File: src/rtl/mem_mgr_pkg.sv
// Shared definitions for the memory channel manager: state encoding,
// channel-index width helper and default bus widths.
package mem_mgr_pkg;

  typedef enum logic [1:0] {
    IDLE = 2'd0,
    REQ  = 2'd1,
    HOLD = 2'd2
  } mgrState_t;

  localparam int unsigned DEF_DATA_W  = 32;
  localparam int unsigned DEF_SLAVE_W = 2;

  // Channel index width; never below one bit even for two channels
  function automatic int unsigned chW(input int unsigned n);
    return (n <= 2) ? 1 : $clog2(n);
  endfunction

endpackage

File: src/rtl/mem_tmo_counter.sv
// Per-read timeout counter: cleared outside a request, counts while enabled,
// flags the cycle on which the count reaches TMO_CYC.
module mem_tmo_counter #(
  parameter int unsigned TMO_CYC = 255
) (
  input  logic Clk,
  input  logic Rst_n,
  input  logic Clear,
  input  logic Enable,
  output logic Expired
);

  localparam int unsigned CNT_W = $clog2(TMO_CYC + 1);

  logic [CNT_W-1:0] count;

  always_ff @(posedge Clk) begin
    if (!Rst_n || Clear) begin
      count <= '0;
    end else if (Enable) begin
      count <= count + 1'b1;
    end
  end

  // Expires on the cycle whose increment would make the count equal TMO_CYC
  assign Expired = Enable && (count == CNT_W'(TMO_CYC - 1));

endmodule

File: src/rtl/mem_channel_manager.sv
// Routes one of NUM_CH memory data sources onto the shared result bus using a
// per-channel req/ack handshake, bounded timeout and optional channel sweep.
module mem_channel_manager
  import mem_mgr_pkg::*;
#(
  parameter int unsigned DATA_W  = DEF_DATA_W,
  parameter int unsigned NUM_CH  = 4,
  parameter int unsigned SLAVE_W = DEF_SLAVE_W,
  parameter int unsigned TMO_CYC = 255,
  localparam int unsigned CH_W   = chW(NUM_CH)
) (
  input  logic                     Clk,
  input  logic                     Rst_n,
  input  logic                     CmdValid,
  output logic                     CmdReady,
  input  logic [CH_W-1:0]          CmdChan,
  input  logic [SLAVE_W-1:0]       CmdSlave,
  input  logic                     CmdSweep,
  output logic [NUM_CH-1:0]        ChReq,
  input  logic [NUM_CH-1:0]        ChAck,
  input  logic [NUM_CH*DATA_W-1:0] ChData,
  output logic [DATA_W-1:0]        MemData,
  output logic [SLAVE_W-1:0]       MemSlave,
  output logic [CH_W-1:0]          MemChan,
  output logic                     MemValid,
  input  logic                     MemReady,
  output logic                     MemErr
);

  localparam logic [CH_W-1:0] LAST_CH = CH_W'(NUM_CH - 1);

  mgrState_t state, stateNext;

  logic [CH_W-1:0]    chanQ, chanNext, cmdChanClamped;
  logic [SLAVE_W-1:0] slaveQ;
  logic               sweepQ;
  logic               latchCmd, capture, timedOut;
  logic               tmoExpired;

  mem_tmo_counter #(
    .TMO_CYC (TMO_CYC)
  ) uTmo (
    .Clk     (Clk),
    .Rst_n   (Rst_n),
    .Clear   (state != REQ),
    .Enable  (state == REQ),
    .Expired (tmoExpired)
  );

  assign cmdChanClamped = (int'(CmdChan) > int'(NUM_CH - 1)) ? LAST_CH : CmdChan;

  always_ff @(posedge Clk) begin
    if (!Rst_n) begin
      state <= IDLE;
    end else begin
      state <= stateNext;
    end
  end

  always_comb begin
    stateNext = state;
    chanNext  = chanQ;
    latchCmd  = 1'b0;
    capture   = 1'b0;
    timedOut  = 1'b0;
    unique case (state)
      IDLE: begin
        if (CmdValid) begin
          latchCmd  = 1'b1;
          chanNext  = cmdChanClamped;
          stateNext = REQ;
        end
      end
      REQ: begin
        // An ack coinciding with expiry takes priority over the timeout
        if (ChAck[chanQ]) begin
          capture   = 1'b1;
          stateNext = HOLD;
        end else if (tmoExpired) begin
          timedOut  = 1'b1;
          stateNext = HOLD;
        end
      end
      HOLD: begin
        if (MemReady) begin
          if (sweepQ && (chanQ != LAST_CH)) begin
            chanNext  = chanQ + 1'b1;
            stateNext = REQ;
          end else begin
            stateNext = IDLE;
          end
        end
      end
      default: stateNext = IDLE;
    endcase
  end

  // Handshake outputs are registered from the next state so they line up with it
  always_ff @(posedge Clk) begin
    if (!Rst_n) begin
      chanQ    <= '0;
      slaveQ   <= '0;
      sweepQ   <= 1'b0;
      ChReq    <= '0;
      CmdReady <= 1'b1;
      MemValid <= 1'b0;
      MemData  <= '0;
      MemSlave <= '0;
      MemChan  <= '0;
      MemErr   <= 1'b0;
    end else begin
      chanQ <= chanNext;
      if (latchCmd) begin
        slaveQ <= CmdSlave;
        sweepQ <= CmdSweep;
      end
      if (capture) begin
        MemData  <= ChData[int'(chanQ) * DATA_W +: DATA_W];
        MemErr   <= 1'b0;
        MemChan  <= chanQ;
        MemSlave <= slaveQ;
      end else if (timedOut) begin
        MemData  <= '0;
        MemErr   <= 1'b1;
        MemChan  <= chanQ;
        MemSlave <= slaveQ;
      end
      ChReq    <= (stateNext == REQ) ? (NUM_CH'(1) << chanNext) : '0;
      CmdReady <= (stateNext == IDLE);
      MemValid <= (stateNext == HOLD);
    end
  end

endmodule

File: config.mk
export PLATFORM = sky130hd
export DESIGN_NAME = mem_channel_manager
export DESIGN_NICKNAME = d
export VERILOG_FILES = /design/src/rtl/mem_mgr_pkg.sv /design/src/rtl/mem_tmo_counter.sv /design/src/rtl/mem_channel_manager.sv
export SDC_FILE = /design/constraint.sdc
export NUM_CORES = 1
export LEC_CHECK = 0
export ABC_AREA = 0
export CORE_ASPECT_RATIO = 1.75
export CORE_MARGIN = 1.5
export CORE_UTILIZATION = 34
export CTS_CLUSTER_SIZE = 14
export DETAILED_ROUTE_END_ITERATION = 12
export GPL_TIMING_DRIVEN = 0
export PLACE_DENSITY = 0.77
export SLEW_MARGIN = 20
export SYNTH_ARGS = -nofsm -noshare
export SYNTH_HDL_FRONTEND = slang
export SYNTH_HIERARCHICAL = 1
export SYNTH_SLANG_ARGS = --single-unit
File: constraint.sdc
create_clock -name Clk -period 2.24 [get_ports Clk]
set_input_delay 0.448 -clock Clk [delete_from_list [all_inputs] [get_ports Clk]]
set_output_delay 0.448 -clock Clk [all_outputs]
set_load 0.1 [all_outputs]
==> metrics.cfg <==
[clock_tree]
h-tree-depth = 3
clock_latency_ns = 0.33
cts.sinks = 58
cts_buffers = 9
clk_pin_slew_ns = 0.05
clockBufferDepth = 2
clockRootBuffer = clkbuf_16
cts_tree = built

[critical_path]
r2r_start = state[1]
required_ns = 1.79
arrival_ns = 1.75
r2r_slack_ns = 0.09
startpoint_type = flop
crit_buf_inv = 1
end_kind = output pin
reg2reg_to = MemData[10]
reg2regPathDepth = 12
cp_slowest_stage_delay_ns = 1.13
crit_chain = clkdlybuf4s50_1
worst-path-max-fanout = 1
worstSetupPathType = reg2out
path_depth = 1
slowest_stage = clkdlybuf4s50_1
cp_top_family = buffers and inverters

[final_layout]
syn_to_final_growth_pct = 76.54
finish.utilization_pct = 61.81
final_common_cell = clkdlybuf4s50_1
drive_above_1_share_pct = 23.83
antenna_cells = 0
postLayoutCellArea_um2 = 5394
layout.nets = 588
fin_cells = 566
most-common-layout-cells = 145 x clkdlybuf4s50_1, 57 x dfxtp_1, 36 x dlygate4sd2_1

[worst_hold_path]
holdPathStages = 1
hp-class = reg2reg
min_to = MemData[3]
hp-start = MemData[3]

[place]
io_buffer_count = 183
dp_hpwl_um = 8355
post-place-ws_ns = -0.2517
placed_area_um2 = 5034
gp_congestion = 0.8454
dp_cells = 542

[yosys]
synth_area_per_cell_um2 = 12.63
synthTopCellsByArea = dfxtp_1 38%, mux4_2 24%, a32o_2 8.1%
syn_inst = 242
syn_area_um2 = 3055
synth_top_cell_area_share_pct = 38.00
syn_nets = 386
synth_warnings = 6
ys_ff_latch = 58
ys_types = 45
yosys.area.top_type = dfxtp_1
ys_seq_area_share_pct = 38.00

[timing]
fin_skew_ns = 0.005393
finalCriticalPeriod_ns = 2.202
slew_headroom_pct = 31.71
fmax_ghz = 0.4541
fin_crit_sh_pct = 98.31
hold_slack_ns = 0.4605
slew_violations = 0
worst_slew_pin_slew_ns = 1.028
fin_tns_setup_ns = 0
setup_viol = 0
setup_slack_ns = 0.03778
finalHoldViolations = 0

[grt]
grt_overflow = 0
use_met3_pct = 4.150
grtUsageTotal_pct = 22.13
grt_use_met2_pct = 40.81
grt_max_degree = 11
grt_util_met1_pct = 23.56
antenna_found_initial = 0
grt_pass1_wl_um = 15550
grt_pass1_vias = 3155
grt-busiest-layer = met2

[route]
dr.pass1.iters = 4
ant_nets = 0
wl_um = 10320
drcViolationCount = 0
wl_per_cell_um = 18.22
vias = 2942
avgViaCountPerCell = 5.198
drt-initial-drc-count = 118

[floorplanning]
core_region_area_um2 = 8727
rows = 45
io_pins = 184
start_util_pct = 35.01
chipWidth_um = 74.66
dieArea_um2 = 9587
die_h_um = 128.4

[pwr]
p_leak_nw = 2.241
powerDensity_nw_per_um2 = 670.9
ir_drop_mv = 0.4070
finalPower_mw = 3.619

[run]
cap_violations = 0

[run_status]
outcome = completed

==> power by group <==
part,switching (mW),total [mW],internal [mW]
Sequential,0.0321,1.12,1.09
Clock,0.461,1.37,0.913
Combinational,0.613,1.12,0.508
Total,1.11,3.62,2.51
==> sequential cells by signal, summed over array words and instances, names as in the netlist <==
name        cells
MemValid        1
uTmo/count      8
CmdReady        1
state           2
MemChan         2
MemSlave        2
MemErr          1
MemData        32
ChReq           4
chanQ           2
sweepQ          1
slaveQ          2
==> worst max path at each step <==
stage / endpoint / slack (ns) / start
after floorplan: MemData[10] / 0.07 / state[1]
after global placement: MemData[11] / -0.19 / state[1]
after detailed placement: MemData[10] / -0.25 / state[1]
after CTS: ChReq[0] / 0.0008 / ChReq[0]
after global routing: MemData[21] / -0.02 / state[0]
final: CmdReady / 0.04 / CmdReady
==> cell usage after synthesis (all sizes together) <==
library cell   n
nor3           2
buf           15
or3            3
nand3b         1
a211oi         3
nand2b         3
nor2b          3
a22oi          1
nor2          14
a21oi         11
and2           3
a2bb2o         1
nor3b          4
inv            5
mux2i          4
o21ai         10
or2            1
xnor2          1
ha             3
nand4          4
o31a           1
nand3          5
a21o           1
dfxtp         58
a2bb2oi        1
and3           1
a221o          2
a32o          32
mux2           1
mux4          32
nand2          3
xor2           3
clkbuf         9
nand4b         1
==> repair_timing <==
action                                  4_1_cts  5_1_grt
hold buffers                                  0        0
pin swaps                                     3        2
gates cloned                                  1        0
gates resized for setup                      44        6
endpoints found under the setup margin       74       33
setup buffers                                 6        2
==> kinds of logic after synthesis <==
kind of cell             after synthesis  share of synthesized area (%)
AO/OA/AOI/OAI                         63                          19.41
flip-flops                            58                          38.00
AND/OR/NAND/NOR                       48                          8.887
multiplexers                          37                          25.80
buffers and inverters                 29                          5.528
XOR/XNOR                               4                          1.147
adder cells (fa/ha/maj)                3                          1.229
==> metal layers <==
layer / wire length (um) / share of wire (%)
met1: 3567 / 35
met2: 5948 / 58
met3: 585 / 5.7
met4: 214 / 2.1
met5: 0 / 0
==> area by class of cell <==
class | instances | area [um2]
Tap cell | 117 | 146.4
Fill cell | 737 | 3333
Sequential cell | 58 | 1162
Clock inverter | 5 | 52.55
Buffer | 23 | 161.4
Clock buffer | 11 | 252.7
Multi-Input combinational cell | 155 | 1738
Timing Repair Buffer | 192 | 1857
Inverter | 5 | 23.77
No activity file was read; power rests on OpenSTA's default activity.
